===== src/rtl/loop_addr_gen.sv =====
// loop_addr_gen: three-level nested-loop address generator.
// Streams one address per valid/ready beat. Each loop index advances by its
// step and wraps to zero when it would reach its limit. The y and z strides
// are accumulated incrementally, so no multipliers are needed.
module loop_addr_gen #(
    parameter int CNT_W = 8,
    parameter int ADR_W = 16
) (
    input  logic             i_clk,
    input  logic             i_rst,
    input  logic             i_start,
    input  logic             i_clear,
    input  logic [CNT_W-1:0] i_lim_x,
    input  logic [CNT_W-1:0] i_lim_y,
    input  logic [CNT_W-1:0] i_lim_z,
    input  logic [CNT_W-1:0] i_step_x,
    input  logic [CNT_W-1:0] i_step_y,
    input  logic [CNT_W-1:0] i_step_z,
    input  logic [ADR_W-1:0] i_base,
    input  logic [ADR_W-1:0] i_stride_y,
    input  logic [ADR_W-1:0] i_stride_z,
    output logic             o_valid,
    input  logic             i_ready,
    output logic [ADR_W-1:0] o_addr,
    output logic [CNT_W-1:0] o_idx_x,
    output logic [CNT_W-1:0] o_idx_y,
    output logic [CNT_W-1:0] o_idx_z,
    output logic             o_last,
    output logic             o_busy,
    output logic             o_done
);

    typedef enum logic [1:0] {
        IDLE = 2'd0,
        RUN  = 2'd1,
        DONE = 2'd2
    } state_t;

    state_t state;

    // Latched configuration; zero limits and steps are stored as one so the
    // loop logic never has to special-case them.
    logic [CNT_W-1:0] lim_x, lim_y, lim_z;
    logic [CNT_W-1:0] step_x, step_y, step_z;
    logic [ADR_W-1:0] base, stride_y, stride_z;

    logic [CNT_W-1:0] idx_x, idx_y, idx_z;
    logic [ADR_W-1:0] acc_y, acc_z;
    logic             valid_q, busy_q, done_q;

    // Next-index sums are one bit wider than the index so large steps
    // cannot overflow and falsely look smaller than the limit.
    logic [CNT_W:0] nx, ny, nz;
    logic           wrap_x, wrap_y, wrap_z;
    logic           wrap_all;
    logic           beat;

    function automatic logic [CNT_W-1:0] at_least_one(input logic [CNT_W-1:0] v);
        return (v == '0) ? CNT_W'(1) : v;
    endfunction

    // Wrap detection for each loop level, derived only from registered state.
    always_comb begin
        nx       = {1'b0, idx_x} + {1'b0, step_x};
        ny       = {1'b0, idx_y} + {1'b0, step_y};
        nz       = {1'b0, idx_z} + {1'b0, step_z};
        wrap_x   = (nx >= {1'b0, lim_x});
        wrap_y   = (ny >= {1'b0, lim_y});
        wrap_z   = (nz >= {1'b0, lim_z});
        wrap_all = wrap_x && wrap_y && wrap_z;
        beat     = valid_q && i_ready;
    end

    // Sequencer FSM plus index and accumulator updates on each accepted beat.
    always_ff @(posedge i_clk) begin
        if (i_rst) begin
            state    <= IDLE;
            lim_x    <= '0;
            lim_y    <= '0;
            lim_z    <= '0;
            step_x   <= '0;
            step_y   <= '0;
            step_z   <= '0;
            base     <= '0;
            stride_y <= '0;
            stride_z <= '0;
            idx_x    <= '0;
            idx_y    <= '0;
            idx_z    <= '0;
            acc_y    <= '0;
            acc_z    <= '0;
            valid_q  <= 1'b0;
            busy_q   <= 1'b0;
            done_q   <= 1'b0;
        end else if (i_clear) begin
            state    <= IDLE;
            idx_x    <= '0;
            idx_y    <= '0;
            idx_z    <= '0;
            acc_y    <= '0;
            acc_z    <= '0;
            valid_q  <= 1'b0;
            busy_q   <= 1'b0;
            done_q   <= 1'b0;
        end else begin
            case (state)
                IDLE: begin
                    done_q <= 1'b0;
                    if (i_start) begin
                        lim_x    <= at_least_one(i_lim_x);
                        lim_y    <= at_least_one(i_lim_y);
                        lim_z    <= at_least_one(i_lim_z);
                        step_x   <= at_least_one(i_step_x);
                        step_y   <= at_least_one(i_step_y);
                        step_z   <= at_least_one(i_step_z);
                        base     <= i_base;
                        stride_y <= i_stride_y;
                        stride_z <= i_stride_z;
                        idx_x    <= '0;
                        idx_y    <= '0;
                        idx_z    <= '0;
                        acc_y    <= '0;
                        acc_z    <= '0;
                        valid_q  <= 1'b1;
                        busy_q   <= 1'b1;
                        state    <= RUN;
                    end
                end
                RUN: begin
                    if (beat) begin
                        if (wrap_all) begin
                            valid_q <= 1'b0;
                            done_q  <= 1'b1;
                            state   <= DONE;
                        end
                        if (!wrap_x) begin
                            idx_x <= nx[CNT_W-1:0];
                        end else begin
                            idx_x <= '0;
                            if (!wrap_y) begin
                                idx_y <= ny[CNT_W-1:0];
                                acc_y <= acc_y + stride_y;
                            end else begin
                                idx_y <= '0;
                                acc_y <= '0;
                                if (!wrap_z) begin
                                    idx_z <= nz[CNT_W-1:0];
                                    acc_z <= acc_z + stride_z;
                                end else begin
                                    idx_z <= '0;
                                    acc_z <= '0;
                                end
                            end
                        end
                    end
                end
                DONE: begin
                    done_q <= 1'b0;
                    busy_q <= 1'b0;
                    state  <= IDLE;
                end
                default: begin
                    state <= IDLE;
                end
            endcase
        end
    end

    // Outputs are registered or built purely from registered terms, so
    // i_ready never reaches o_addr combinationally.
    always_comb begin
        o_addr  = base + ADR_W'(idx_x) + acc_y + acc_z;
        o_idx_x = idx_x;
        o_idx_y = idx_y;
        o_idx_z = idx_z;
        o_valid = valid_q;
        o_last  = valid_q && wrap_all;
        o_busy  = busy_q;
        o_done  = done_q;
    end

endmodule

===== config.mk =====
export PLATFORM = sky130hd
export DESIGN_NAME = loop_addr_gen
export DESIGN_NICKNAME = d
export VERILOG_FILES = /design/src/rtl/loop_addr_gen.sv
export SDC_FILE = /design/constraint.sdc
export NUM_CORES = 1
export LEC_CHECK = 0
export CAP_MARGIN = 10
export CORE_ASPECT_RATIO = 0.5
export CORE_MARGIN = 5
export CORE_UTILIZATION = 40
export CTS_CLUSTER_DIAMETER = 120
export DETAILED_ROUTE_END_ITERATION = 8
export SLEW_MARGIN = 20
export SYNTH_ARGS = -nofsm -noshare
export SYNTH_HDL_FRONTEND = slang
export SYNTH_SLANG_ARGS = --single-unit
export TNS_END_PERCENT = 1

===== constraint.sdc =====
create_clock -name i_clk -period 3.8 [get_ports i_clk]
set_input_delay 0.38 -clock i_clk [delete_from_list [all_inputs] [get_ports i_clk]]
set_output_delay 0.38 -clock i_clk [all_outputs]
set_load 0.02 [all_outputs]

==> insert_results.sql, run 1 <==
INSERT INTO impl_metrics (metric_group, metric, value, unit) VALUES
('synth', 'async_flop_share', '0', '%'),
('drt', 'vias_per_cell', '5.26', ''),
('timing', 'setup_tns', '-2.30', 'ns'),
('clocking', 'cts_made_buffers', '17', ''),
('worst_setup_path', 'worstSetupPathType', 'reg -> out', ''),
('run', 'cap_viol_max_count', '0', ''),
('worst_setup_path', 'cp_capture_type', 'output pin', ''),
('synth', 'synth_simple_gate_area_share', '19.7', '%'),
('drt', 'ant_nets', '0', ''),
('synth', 'post_synth_fa_ha_maj_area_fraction', '19.2', '%'),
('pwr', 'ir_worst_vdd', '294', 'uV'),
('timing', 'unrepaired_setup_endpoints_after_global_routing', 'yes', ''),
('outcome', 'run_status', 'complete, but fails checks', ''),
('floorplanning', 'horizontal_extent_of_the_die', '227', 'um'),
('placement', 'portBuffers', '144', ''),
('clocking', 'cts_tree', 'done', ''),
('pwr', 'powerDensity', '344', 'nW/um2'),
('clocking', 'clock-root-buffer', 'sky130_fd_sc_hd__clkbuf_16', ''),
('outcome', 'violations', 'negative setup slack', ''),
('floorplanning', 'die_area', '27000', 'um2'),
('global_route', 'antenna_violations_before_repair', '1', ''),
('synth', 'yosysWarnings', '0', ''),
('synth', 'synthXorXnorAreaFrac', '5.10', '%'),
('floorplanning', 'floorplan.initialDensity', '41.0', '%'),
('drt', 'routedWlPerCell', '16.3', 'um'),
('timing', 'timing.final.hold_violations', '0', ''),
('worst_setup_path', 'cp_max_fo', '2', ''),
('cells_and_area', 'design.final.nets', '1560', ''),
('drt', 'drtIter0Drc', '386', ''),
('placement', 'place_congestion', '0.870', ''),
('global_route', 'grt_start_max_net_pins', '98', ''),
('drt', 'drt-total-wl', '26900', 'um'),
('timing', 'worst_slew_pin_slew', '1.06', 'ns'),
('synth', 'yosys-mux-area-fraction', '0.106', '%'),
('timing', 'fin_crit', '4.16', 'ns'),
('timing', 'final.period_utilization', '110', '%'),
('synth', 'synth-seq-cells', '157', ''),
('global_route', 'globalRouteTotalUtil', '20.0', '%'),
('clocking', 'clk_pin_slew', '0.06', 'ns'),
('placement', 'placement.cell_area', '11600', 'um2'),
('timing', 'final_max_slew_viol_count', '0', ''),
('worst_hold_path', 'min-delay-path-class', 'reg -> reg', ''),
('synth', 'synth_top_family_by_area', 'simple AND/OR/NAND/NOR gates', ''),
('timing', 'postLayoutSetupSlackWorst', '-0.365', 'ns'),
('timing', 'skew', '0.00982', 'ns'),
('floorplanning', 'core_area', '23000', 'um2'),
('worst_setup_path', 'element_type_at_the_critical_path_start', 'register', ''),
('synth', 'synthesis.nets', '1385', ''),
('clocking', 'clock_latency', '0.44', 'ns'),
('timing', 'finalSetupViolCount', '10', ''),
('timing', 'relSlewSlack', '29.0', '%'),
('worst_setup_path', 'cp.required', '3.42', 'ns'),
('floorplanning', 'pin_count', '145', ''),
('cells_and_area', 'drive_gt1_share', '9.82', '%'),
('synth', 'synth_area', '9450', 'um2'),
('synth', 'netlist_instances', '1156', ''),
('timing', 'fmax', '0.240', 'GHz'),
('synth', 'synth_cell_types', '51', ''),
('clocking', 'tritoncts_num_sinks', '157', ''),
('synth', 'synth.avg_cell_area', '8.17', 'um2'),
('global_route', 'grt_pass1_vias', '8570', ''),
('worst_setup_path', 'critical_path_arrival', '3.78', 'ns'),
('global_route', 'globalRoute.totalOverflow', '0', ''),
('drt', 'drt_drc_violations_left', '0', ''),
('global_route', 'global_route_wire_length_before_repair', '43600', 'um'),
('placement', 'dp_hpwl', '20800', 'um'),
('pwr', 'leakage_power', '5.26', 'nW'),
('synth', 'sequential_element_share_of_the_synthesized_area', '33.3', '%'),
('timing', 'hold_ws', '0.455', 'ns'),
('cells_and_area', 'num_antenna_cells', '0', ''),
('drt', 'route.vias.total', '8683', ''),
('clocking', 'cts_max_level', '4', ''),
('drt', 'drt_pass1_iterations', '5', ''),
('clocking', 'cts_max_path_buffers', '2', ''),
('floorplanning', 'placementRows', '39', ''),
('cells_and_area', 'final_cell_area_excluding_filler_cells', '12300', 'um2'),
('synth', 'synth-edff-count', '0', ''),
('synth', 'synthFlopType', 'sky130_fd_sc_hd__dfxtp_1', ''),
('floorplanning', 'chipHeight', '119', 'um'),
('synth', 'synth_compound_gate_area_share', '18.7', '%'),
('cells_and_area', 'synthToLayoutAreaGrowth', '30.2', '%');
area by class of cell:
cell class / instances / area (um2)
Multi-Input combinational cell: 900 / 6000
Clock buffer: 20 / 467
Tap cell: 307 / 384
Fill cell: 2240 / 10700
Clock inverter: 12 / 190
Inverter: 46 / 173
Sequential cell: 157 / 3140
Timing Repair Buffer: 209 / 1940
worst max-delay path, cell delays in order (launching register included):
cell and delay [ns]:
sky130_fd_sc_hd__dfxtp_2 0.33, sky130_fd_sc_hd__fa_1 0.56, sky130_fd_sc_hd__fa_1 0.42, sky130_fd_sc_hd__ha_2 0.20, sky130_fd_sc_hd__inv_2 0.06, sky130_fd_sc_hd__fa_2 0.20, sky130_fd_sc_hd__nor2b_1 0.05, sky130_fd_sc_hd__o21a_1 0.24
sky130_fd_sc_hd__o21a_1 0.20, sky130_fd_sc_hd__o211ai_1 0.24, sky130_fd_sc_hd__a21oi_2 0.13, sky130_fd_sc_hd__o31ai_4 0.23, sky130_fd_sc_hd__mux2i_1 0.23, sky130_fd_sc_hd__nand4_1 0.10, sky130_fd_sc_hd__buf_4 0.17
through the flow:
step | std cells | util (%) | total power, mW | setup WS, ns
final | 1651 | 53.4 | 4.23 | -0.365
after global routing | 1651 | 53.4 | 4.41 | -0.563
after CTS | 1650 | 53.3 | 4.26 | -0.386
after detailed placement | 1616 | 50.2 | 2.34 | -0.545
after global placement | 1616 | 50.2 | 2.33 | -0.450
after floorplan | 1156 | - | 2.07 | 0.0167
worst paths after layout:
| check | start | to | slack [ns] | cells past startpoint |
|---|---|---|---|---|
| worst min register to register | lim_x[3] | lim_x[3] | 0.45 | 2 |
| worst max register to register | o_idx_y[0] | acc_y[15] | 0.02 | 16 |
| worst max-delay path | acc_y[1] | o_addr[15] | -0.36 | 14 |
| worst min-delay path | lim_x[3] | lim_x[3] | 0.45 | 2 |
sequential cells by signal, indices dropped and copies added (netlist names):
name and count:
acc_y 16, acc_z 16, base 16, stride_y 16
stride_z 16, lim_x 8, lim_y 8, lim_z 8
o_idx_x 8, o_idx_y 8, o_idx_z 8, step_x 8
step_y 8, step_z 8, state 2, o_busy 1
o_done 1, o_valid 1
per-layer routing:
| metal | GRT usage, % | wire (um) |
|---|---|---|
| met4 | 5.08 | 392 |
| met3 | 4.43 | 1370 |
| met1 | 28.0 | 13000 |
| met2 | 31.5 | 12000 |
| met5 | 0 | 0 |
power breakdown:
group          switching, mW  internal [mW]  total, mW
sequential            0.0356           1.70       1.73
combinational          0.306          0.275      0.581
clock                  0.702           1.21       1.91
total                   1.04           3.18       4.23
kinds of logic (layout without fill, tap and decap cells):
| family | count (synthesis) | after routing |
|---|---|---|
| adder cells (fa/ha/maj) | 128 | 128 |
| AO/OA/AOI/OAI | 292 | 292 |
| AND/OR/NAND/NOR | 424 | 424 |
| flip-flops | 157 | 157 |
| buffers and inverters | 99 | 287 |
| multiplexers | 1 | 1 |
| XOR/XNOR | 55 | 55 |
repair_timing:
item	CTS	global route
buffers inserted	2	1
gates cloned	0	0
resized for setup	49	17
hold buffers	0	0
pin swaps	6	3
endpoints found under the setup margin	12	38
cell usage after synthesis, types with 28 or more instances:
| cell | n | area [um2] |
|---|---|---|
| sky130_fd_sc_hd__clkbuf_1 | 44 | 165 |
| sky130_fd_sc_hd__nor2_1 | 60 | 225 |
| sky130_fd_sc_hd__a22oi_1 | 30 | 225 |
| sky130_fd_sc_hd__nor3_1 | 34 | 170 |
| sky130_fd_sc_hd__ha_1 | 100 | 1250 |
| sky130_fd_sc_hd__dfxtp_1 | 157 | 3140 |
| sky130_fd_sc_hd__nand3_1 | 36 | 180 |
| sky130_fd_sc_hd__nand2_1 | 231 | 867 |
| sky130_fd_sc_hd__a21oi_1 | 158 | 791 |
| sky130_fd_sc_hd__xnor2_1 | 38 | 333 |
| sky130_fd_sc_hd__inv_1 | 46 | 173 |
| sky130_fd_sc_hd__fa_1 | 28 | 561 |
placed cells by master (no fill, tap or decap), types with 3 or more instances in the layout:
| cell | synthesis | layout |
|---|---|---|
| sky130_fd_sc_hd__nand2_1 | 231 | 231 |
| sky130_fd_sc_hd__dfxtp_1 | 157 | 156 |
| sky130_fd_sc_hd__a21oi_1 | 158 | 152 |
| sky130_fd_sc_hd__clkdlybuf4s50_1 | 0 | 130 |
| sky130_fd_sc_hd__ha_1 | 100 | 99 |
| sky130_fd_sc_hd__buf_4 | 0 | 68 |
| sky130_fd_sc_hd__nor2_1 | 60 | 60 |
| sky130_fd_sc_hd__inv_1 | 46 | 45 |
| sky130_fd_sc_hd__xnor2_1 | 38 | 38 |
| sky130_fd_sc_hd__nand3_1 | 36 | 36 |
| sky130_fd_sc_hd__nor3_1 | 34 | 33 |
| sky130_fd_sc_hd__a22oi_1 | 30 | 30 |
| sky130_fd_sc_hd__fa_1 | 28 | 27 |
| sky130_fd_sc_hd__a21o_1 | 18 | 18 |
| sky130_fd_sc_hd__xor2_1 | 17 | 17 |
| sky130_fd_sc_hd__clkbuf_16 | 0 | 17 |
| sky130_fd_sc_hd__o21ai_0 | 16 | 15 |
| sky130_fd_sc_hd__and3_1 | 12 | 12 |
| sky130_fd_sc_hd__o21a_1 | 10 | 10 |
| sky130_fd_sc_hd__nor4_1 | 9 | 9 |
| sky130_fd_sc_hd__o21bai_1 | 9 | 8 |
| sky130_fd_sc_hd__o21ai_1 | 7 | 8 |
| sky130_fd_sc_hd__o211ai_1 | 8 | 8 |
| sky130_fd_sc_hd__a21oi_2 | 1 | 7 |
| sky130_fd_sc_hd__nor2b_1 | 7 | 7 |
| sky130_fd_sc_hd__a211oi_1 | 8 | 7 |
| sky130_fd_sc_hd__nand2b_1 | 7 | 7 |
| sky130_fd_sc_hd__or4_1 | 7 | 7 |
| sky130_fd_sc_hd__or3_1 | 7 | 6 |
| sky130_fd_sc_hd__a31oi_1 | 8 | 6 |
| sky130_fd_sc_hd__bufinv_16 | 0 | 5 |
| sky130_fd_sc_hd__clkinv_2 | 0 | 5 |
| sky130_fd_sc_hd__clkdlybuf4s15_1 | 0 | 5 |
| sky130_fd_sc_hd__nand4_1 | 4 | 4 |
| sky130_fd_sc_hd__and2_1 | 4 | 4 |
| sky130_fd_sc_hd__a31o_2 | 3 | 3 |
| sky130_fd_sc_hd__clkbuf_8 | 0 | 3 |
(Power assumes the default switching activity.)
==> inputs of run 2 (changes only) <==
--- a/config.mk
+++ b/config.mk
@@ -11,6 +11,7 @@
 export CORE_UTILIZATION = 40
 export CTS_CLUSTER_DIAMETER = 120
 export DETAILED_ROUTE_END_ITERATION = 8
+export SKIP_CTS_REPAIR_TIMING = 1
 export SLEW_MARGIN = 20
 export SYNTH_ARGS = -nofsm -noshare
 export SYNTH_HDL_FRONTEND = slang
==> run 2 against run 1 <==
- the flow still finishes with violations (negative setup slack)
- sequential power hardly changed
- critical path depth stayed put
- fmax hardly changed
- non-clock buffer count stayed put
- critical endpoint unchanged
- worst setup slack worse by 0.0033 ns
- wire length hardly changed
- die area stayed put
- clock power hardly changed
- flip-flop and latch count stayed put
- via count hardly changed
==> insert_results.sql, run 2 (same netlist as run 1, synthesis figures left out) <==
INSERT INTO impl_metrics (metric_group, metric, value, unit) VALUES
('placement', 'placedCellCount', '1616', ''),
('global_route', 'globalRouteTotalUtil', '20.0', '%'),
('cells_and_area', 'synthToLayoutAreaGrowth', '29.9', '%'),
('timing', 'final.period_utilization', '110', '%'),
('floorplanning', 'pin_count', '145', ''),
('global_route', 'globalRoute.totalOverflow', '0', ''),
('drt', 'drt_drc_violations_left', '0', ''),
('timing', 'unrepaired_setup_endpoints_after_global_routing', 'yes', ''),
('placement', 'portBuffers', '144', ''),
('worst_setup_path', 'cp_max_fo', '2', ''),
('pwr', 'netSwitchingFraction', '24.7', '%'),
('drt', 'drt_pass1_iterations', '5', ''),
('timing', 'skew', '0.00909', 'ns'),
('outcome', 'violations', 'negative setup slack', ''),
('run', 'cap_viol_max_count', '0', ''),
('clocking', 'clk_pin_slew', '0.06', 'ns'),
('timing', 'timing.final.hold_violations', '0', ''),
('clocking', 'clock-root-buffer', 'sky130_fd_sc_hd__clkbuf_16', ''),
('worst_hold_path', 'min-delay-path-class', 'reg -> reg', ''),
('timing', 'worst_slew_pin_slew', '1.06', 'ns'),
('cells_and_area', 'most_frequent_cells_in_the_layout', 'sky130_fd_sc_hd__nand2_1 (231), sky130_fd_sc_hd__dfxtp_1 (156), sky130_fd_sc_hd__a21oi_1 (152)', ''),
('global_route', 'global_route_wire_length_before_repair', '43500', 'um'),
('floorplanning', 'horizontal_extent_of_the_die', '227', 'um'),
('pwr', 'powerDensity', '344', 'nW/um2'),
('outcome', 'run_status', 'complete, but fails checks', ''),
('worst_setup_path', 'critical_path_arrival', '3.79', 'ns'),
('pwr', 'ir_worst_vdd', '293', 'uV'),
('cells_and_area', 'design.final.nets', '1560', ''),
('clocking', 'clock_latency', '0.44', 'ns'),
('floorplanning', 'chipHeight', '119', 'um'),
('global_route', 'grt_util_met2', '31.4', '%'),
('floorplanning', 'placementRows', '39', ''),
('worst_setup_path', 'worst-r2r-setup-slack', '0.03', 'ns'),
('drt', 'vias_per_cell', '5.26', ''),
('drt', 'drtIter0Drc', '378', ''),
('clocking', 'cts_made_buffers', '17', ''),
('global_route', 'grt-busiest-layer', 'met2', ''),
('timing', 'setup_tns', '-2.13', 'ns'),
('cells_and_area', 'mostFrequentLayoutCell', 'sky130_fd_sc_hd__nand2_1', ''),
('pwr', 'power_frac_comb', '13.7', '%'),
('worst_setup_path', 'cp.required', '3.42', 'ns'),
('global_route', 'grt_start_max_net_pins', '98', ''),
('drt', 'route.vias.total', '8687', ''),
('pwr', 'leakage_power', '5.27', 'nW'),
('cells_and_area', 'drive_gt1_share', '10.0', '%'),
('timing', 'fin_crit', '4.17', 'ns'),
('cells_and_area', 'filler_cell_count', '2236', ''),
('clocking', 'tritoncts_num_sinks', '157', ''),
('worst_setup_path', 'worstSetupPathType', 'reg -> out', ''),
('drt', 'routedWlPerCell', '16.3', 'um'),
('timing', 'relSlewSlack', '29.3', '%'),
('global_route', 'grt_use_met3', '4.43', '%'),
('pwr', 'p_int', '3.18', 'mW'),
('timing', 'finalSetupViolCount', '9', ''),
('placement', 'place_congestion', '0.870', ''),
('drt', 'drt-total-wl', '26900', 'um'),
('global_route', 'antenna_violations_before_repair', '1', ''),
('clocking', 'cts_max_path_buffers', '2', ''),
('clocking', 'cts_max_level', '4', ''),
('worst_setup_path', 'cp_capture_type', 'output pin', ''),
('cells_and_area', 'instances_no_fill', '1651', ''),
('global_route', 'grt_pass1_vias', '8544', ''),
('timing', 'fmax', '0.240', 'GHz'),
('placement', 'dp_hpwl', '20800', 'um'),
('cells_and_area', 'num_antenna_cells', '0', ''),
('worst_setup_path', 'element_type_at_the_critical_path_start', 'register', ''),
('timing', 'postLayoutSetupSlackWorst', '-0.368', 'ns'),
('floorplanning', 'floorplan.initialDensity', '41.0', '%'),
('clocking', 'cts_tree', 'done', ''),
('pwr', 'power.switching', '1.04', 'mW'),
('pwr', 'clock_power_share', '45.3', '%'),
('pwr', 'share_seq_of_total_power', '41.0', '%'),
('timing', 'final_max_slew_viol_count', '0', ''),
('global_route', 'grt.met1_usage', '27.9', '%'),
('floorplanning', 'core_area', '23000', 'um2'),
('floorplanning', 'die_area', '27000', 'um2'),
('drt', 'ant_nets', '0', '');
[run 2: cell count changes in the layout (fill, tap and decap cells not counted)]
cell / change
sky130_fd_sc_hd__clkbuf_2: +6
sky130_fd_sc_hd__clkdlybuf4s15_1: -5
sky130_fd_sc_hd__buf_4: -1
sky130_fd_sc_hd__clkdlybuf4s15_2: -1
sky130_fd_sc_hd__dlymetal6s2s_1: +1
sky130_fd_sc_hd__o21bai_1: +1
sky130_fd_sc_hd__o21bai_2: -1
[run 2: cell type report]
cell class	count	area [um2]	area share, %
clock buffer	20	467	3.80
multi-input combinational	900	6000	48.9
timing repair buffer	209	1920	15.6
clock inverter	12	190	1.55
inverter	46	173	1.41
sequential	157	3140	25.6
tap	307	384	3.13
[run 2: path summary, 6_finish.rpt]
kind | end | from | cells after the start
worst max-delay path | o_addr[15] | o_idx_x[1] | 14
worst min-delay path | lim_x[4] | lim_x[4] | 2
worst max register to register | acc_y[15] | o_idx_y[0] | 16
worst min register to register | lim_x[4] | lim_x[4] | 2
[run 2: power groups by stage]
stage	Combinational (mW)	Sequential [mW]	Clock, mW
floorplan	0.314	1.76	0
CTS	0.577	1.73	1.96
finish	0.579	1.73	1.92
global placement	0.563	1.77	0
global route	0.641	1.74	2.03
detailed placement	0.574	1.77	0
[run 2: through the flow]
| stage | worst slack, ns | hold WS [ns] | utilization [%] | power (mW) | area (um2) |
|---|---|---|---|---|---|
| finish | -0.368 | 0.455 | 53.3 | 4.23 | 12300 |
| global route | -0.560 | 0.478 | 53.3 | 4.41 | 12300 |
| CTS | -1.03 | 0.456 | 53.1 | 4.27 | 12200 |
| detailed placement | -0.545 | 0.450 | 50.2 | 2.34 | 11600 |
| global placement | -0.450 | 0.446 | 50.2 | 2.33 | 11600 |
| floorplan | 0.0167 | 0.436 | - | 2.07 | 9450 |
[run 2: critical path, cell delays in order (launching register included)]
cell and delay [ns]:
sky130_fd_sc_hd__dfxtp_2 0.33, sky130_fd_sc_hd__fa_1 0.56, sky130_fd_sc_hd__fa_1 0.42, sky130_fd_sc_hd__ha_2 0.20
sky130_fd_sc_hd__inv_2 0.06, sky130_fd_sc_hd__fa_2 0.19, sky130_fd_sc_hd__nor2b_1 0.05, sky130_fd_sc_hd__o21a_1 0.23
sky130_fd_sc_hd__o21a_1 0.20, sky130_fd_sc_hd__o211ai_1 0.25, sky130_fd_sc_hd__a21oi_2 0.13, sky130_fd_sc_hd__o31ai_4 0.23
sky130_fd_sc_hd__mux2i_1 0.23, sky130_fd_sc_hd__nand4_1 0.10, sky130_fd_sc_hd__buf_4 0.17
[run 2: per-layer routing]
layer  up-vias  wire (um)  part of all wire [%]
li1       4380          -                     -
met1      4113      12900                    48
met2       166      12100                    45
met3        28       1430                   5.3
met4         0        393                   1.5
met5         -          0                     0
==> inputs of run 3 (changes only) <==
--- a/config.mk
+++ b/config.mk
@@ -11,6 +11,7 @@
 export CORE_UTILIZATION = 40
 export CTS_CLUSTER_DIAMETER = 120
 export DETAILED_ROUTE_END_ITERATION = 8
+export PLACE_DENSITY = 0.66
 export SKIP_CTS_REPAIR_TIMING = 1
 export SLEW_MARGIN = 20
 export SYNTH_ARGS = -nofsm -noshare
==> run 3 against run 2 <==
- the run still ends with negative setup slack left
- final area decreased by 0.83%
- worst setup slack got worse by 0.047 ns
- global-route usage decreased by 0.36 points
- register-to-register slack about the same
- count of clock-buffer cells in the layout unchanged
- worst hold slack got worse by 0.036 ns
- sequential power about the same
- first-iteration DRC count increased by 22%
- wire length decreased by 1.8%
- non-clock buffer count decreased by 3
- fmax decreased by 1.1%
- combinational power decreased by 1%
- largest power group is now sequential cells
==> insert_results.sql, run 3 (same netlist as run 1, synthesis figures left out) <==
INSERT INTO impl_metrics (metric_group, metric, value, unit) VALUES
('timing', 'worst_slew_pin_slew', '1.06', 'ns'),
('worst_hold_path', 'timing.hold.worst.start', 'i_rst', ''),
('timing', 'relSlewSlack', '29.2', '%'),
('drt', 'drt_drc_violations_left', '0', ''),
('cells_and_area', 'mostFrequentLayoutCell', 'sky130_fd_sc_hd__nand2_1', ''),
('floorplanning', 'horizontal_extent_of_the_die', '227', 'um'),
('drt', 'drt_pass1_iterations', '5', ''),
('cells_and_area', 'final_cell_area_excluding_filler_cells', '12200', 'um2'),
('placement', 'placement.cell_area', '11600', 'um2'),
('worst_setup_path', 'timing.critical_path.cells', 'fa_1, fa_1, ha_1, nor2b_1, o21a_1, o21a_1, o211ai_1, a21oi_2, o31ai_1, buf_4, mux2i_1, nand4_1, buf_4', ''),
('timing', 'postLayoutSetupSlackWorst', '-0.416', 'ns'),
('outcome', 'violations', 'negative setup slack', ''),
('floorplanning', 'placementRows', '39', ''),
('timing', 'finalSetupViolCount', '12', ''),
('drt', 'drtIter0Drc', '460', ''),
('global_route', 'globalRouteTotalUtil', '19.6', '%'),
('drt', 'route.vias.total', '8737', ''),
('worst_hold_path', 'timing.hold.worst_path_depth', '4', ''),
('worst_hold_path', 'min-delay-path-class', 'in -> reg', ''),
('drt', 'ant_nets', '0', ''),
('run', 'cap_viol_max_count', '0', ''),
('worst_setup_path', 'path_delay_family', 'adder cells', ''),
('worst_setup_path', 'worst-r2r-setup-slack', '0.04', 'ns'),
('global_route', 'grt_start_max_net_pins', '98', ''),
('worst_setup_path', 'element_type_at_the_critical_path_start', 'register', ''),
('pwr', 'ir_worst_vdd', '290', 'uV'),
('timing', 'fmax', '0.237', 'GHz'),
('worst_hold_path', 'whs_endpoint', 'acc_y[13]', ''),
('clocking', 'clk_pin_slew', '0.06', 'ns'),
('timing', 'timing.final.hold_violations', '0', ''),
('clocking', 'cts_tree', 'done', ''),
('cells_and_area', 'design.final.nets', '1557', ''),
('worst_setup_path', 'worstSetupPathType', 'reg -> out', ''),
('placement', 'preCtsSetupSlack', '-0.443', 'ns'),
('global_route', 'grt_util_met2', '31.4', '%'),
('worst_setup_path', 'cp_capture_type', 'output pin', ''),
('clocking', 'tritoncts_num_sinks', '157', ''),
('worst_setup_path', 'critical_path_arrival', '3.84', 'ns'),
('cells_and_area', 'synthToLayoutAreaGrowth', '28.8', '%'),
('pwr', 'leakage_power', '5.24', 'nW'),
('drt', 'routedWlPerCell', '16.0', 'um'),
('worst_setup_path', 'critical_path.n_buffers_inverters', '2', ''),
('drt', 'drt-total-wl', '26400', 'um'),
('worst_setup_path', 'timing.critical_path.slowest_cell_delay', '0.56', 'ns'),
('worst_setup_path', 'cp_max_fo', '3', ''),
('global_route', 'grt_pass1_vias', '8550', ''),
('floorplanning', 'die_area', '27000', 'um2'),
('clocking', 'clock_latency', '0.44', 'ns'),
('placement', 'portBuffers', '144', ''),
('clocking', 'cts_max_level', '4', ''),
('clocking', 'cts_max_path_buffers', '2', ''),
('placement', 'place_congestion', '0.895', ''),
('worst_setup_path', 'cp.required', '3.42', 'ns'),
('cells_and_area', 'drive_gt1_share', '8.95', '%'),
('worst_setup_path', 'r2r_start', 'o_idx_x[1]', ''),
('floorplanning', 'chipHeight', '119', 'um'),
('drt', 'vias_per_cell', '5.30', ''),
('worst_setup_path', 'regToRegEndpoint', 'acc_y[15]', ''),
('pwr', 'powerDensity', '330', 'nW/um2'),
('timing', 'fin_crit', '4.22', 'ns'),
('clocking', 'cts_made_buffers', '17', ''),
('timing', 'final.period_utilization', '111', '%'),
('global_route', 'global_route_wire_length_before_repair', '42900', 'um'),
('global_route', 'grt.met1_usage', '27.4', '%'),
('clocking', 'clock-root-buffer', 'sky130_fd_sc_hd__clkbuf_16', ''),
('worst_setup_path', 'worst-r2r-cell-count', '16', ''),
('global_route', 'grt-busiest-layer', 'met2', ''),
('outcome', 'run_status', 'complete, but fails checks', ''),
('global_route', 'grt_use_met3', '3.29', '%'),
('floorplanning', 'pin_count', '145', ''),
('timing', 'unrepaired_setup_endpoints_after_global_routing', 'yes', ''),
('floorplanning', 'core_area', '23000', 'um2'),
('placement', 'dp_hpwl', '20300', 'um'),
('cells_and_area', 'filler_cell_count', '2138', ''),
('cells_and_area', 'num_antenna_cells', '0', ''),
('timing', 'skew', '0.00925', 'ns'),
('timing', 'final_max_slew_viol_count', '0', ''),
('cells_and_area', 'most_frequent_cells_in_the_layout', 'sky130_fd_sc_hd__nand2_1 (231), sky130_fd_sc_hd__a21oi_1 (156), sky130_fd_sc_hd__dfxtp_1 (156)', ''),
('floorplanning', 'floorplan.initialDensity', '41.0', '%'),
('global_route', 'globalRoute.totalOverflow', '0', ''),
('worst_setup_path', 'slowest_stage_cell_on_the_critical_path', 'sky130_fd_sc_hd__fa_1', ''),
('timing', 'setup_tns', '-2.16', 'ns'),
('global_route', 'antenna_violations_before_repair', '0', '');
==> run 3: cell count changes in the layout (fill, tap and decap cells not counted), sizes merged <==
cell	change
buf	-3
clkbuf	-5
bufinv	-3
clkinvlp	+1
clkinv	+1
dlymetal6s2s	+2
inv	+1
clkdlybuf4s50	+3
==> run 3: power by group <==
group          total, mW  internal [mW]  switching [mW]
sequential          1.73           1.70          0.0366
clock               1.71          0.989           0.719
combinational      0.571          0.272           0.299
==> run 3: cell type report <==
cell class | count | area [um2] | area share (%)
Tap cell | 307 | 384 | 3.16
Inverter | 46 | 173 | 1.42
Sequential cell | 157 | 3140 | 25.8
Clock inverter | 12 | 140 | 1.15
Clock buffer | 20 | 447 | 3.67
Multi-Input combinational cell | 900 | 5970 | 49.0
Timing Repair Buffer | 206 | 1920 | 15.7
==> run 3: worst min-delay path: stages <==
cell and delay (ns):
sky130_fd_sc_hd__buf_2 0.09, sky130_fd_sc_hd__or2_2 0.13, sky130_fd_sc_hd__or4_4 0.15, sky130_fd_sc_hd__o21ai_1 0.06
==> run 3: worst max path at each step <==
stage	slack, ns	cells after the start	startpoint	to
2_1_floorplan	0.02	13	o_idx_x[1]	o_addr[15]
3_5_place_dp	-0.44	15	o_idx_x[1]	o_addr[15]
6_report	-0.42	13	o_idx_x[3]	o_addr[15]
4_1_cts	-0.93	15	o_idx_x[1]	o_addr[15]
5_1_grt	-0.61	15	o_idx_x[1]	o_addr[15]
3_3_place_gp	-0.35	15	o_idx_x[1]	o_addr[15]
==> run 3: layer usage <==
layer / part of all wire, % / routed length, um / vias up
li1: - / - / 4386
met1: 49 / 12800 / 4133
met2: 46 / 12100 / 188
met3: 4.1 / 1080 / 30
met4: 1.7 / 447 / 0
met5: 0 / 0 / -
==> run 3: through the flow <==
step / power, mW / utilization [%] / std cells / hold WS (ns)
floorplan: 2.07 / - / 1156 / 0.436
detailed placement: 2.34 / 50.2 / 1615 / 0.449
global placement: 2.33 / 50.2 / 1615 / 0.446
global route: 4.20 / 52.8 / 1648 / 0.413
CTS: 4.06 / 52.7 / 1647 / 0.398
finish: 4.01 / 52.8 / 1648 / 0.419
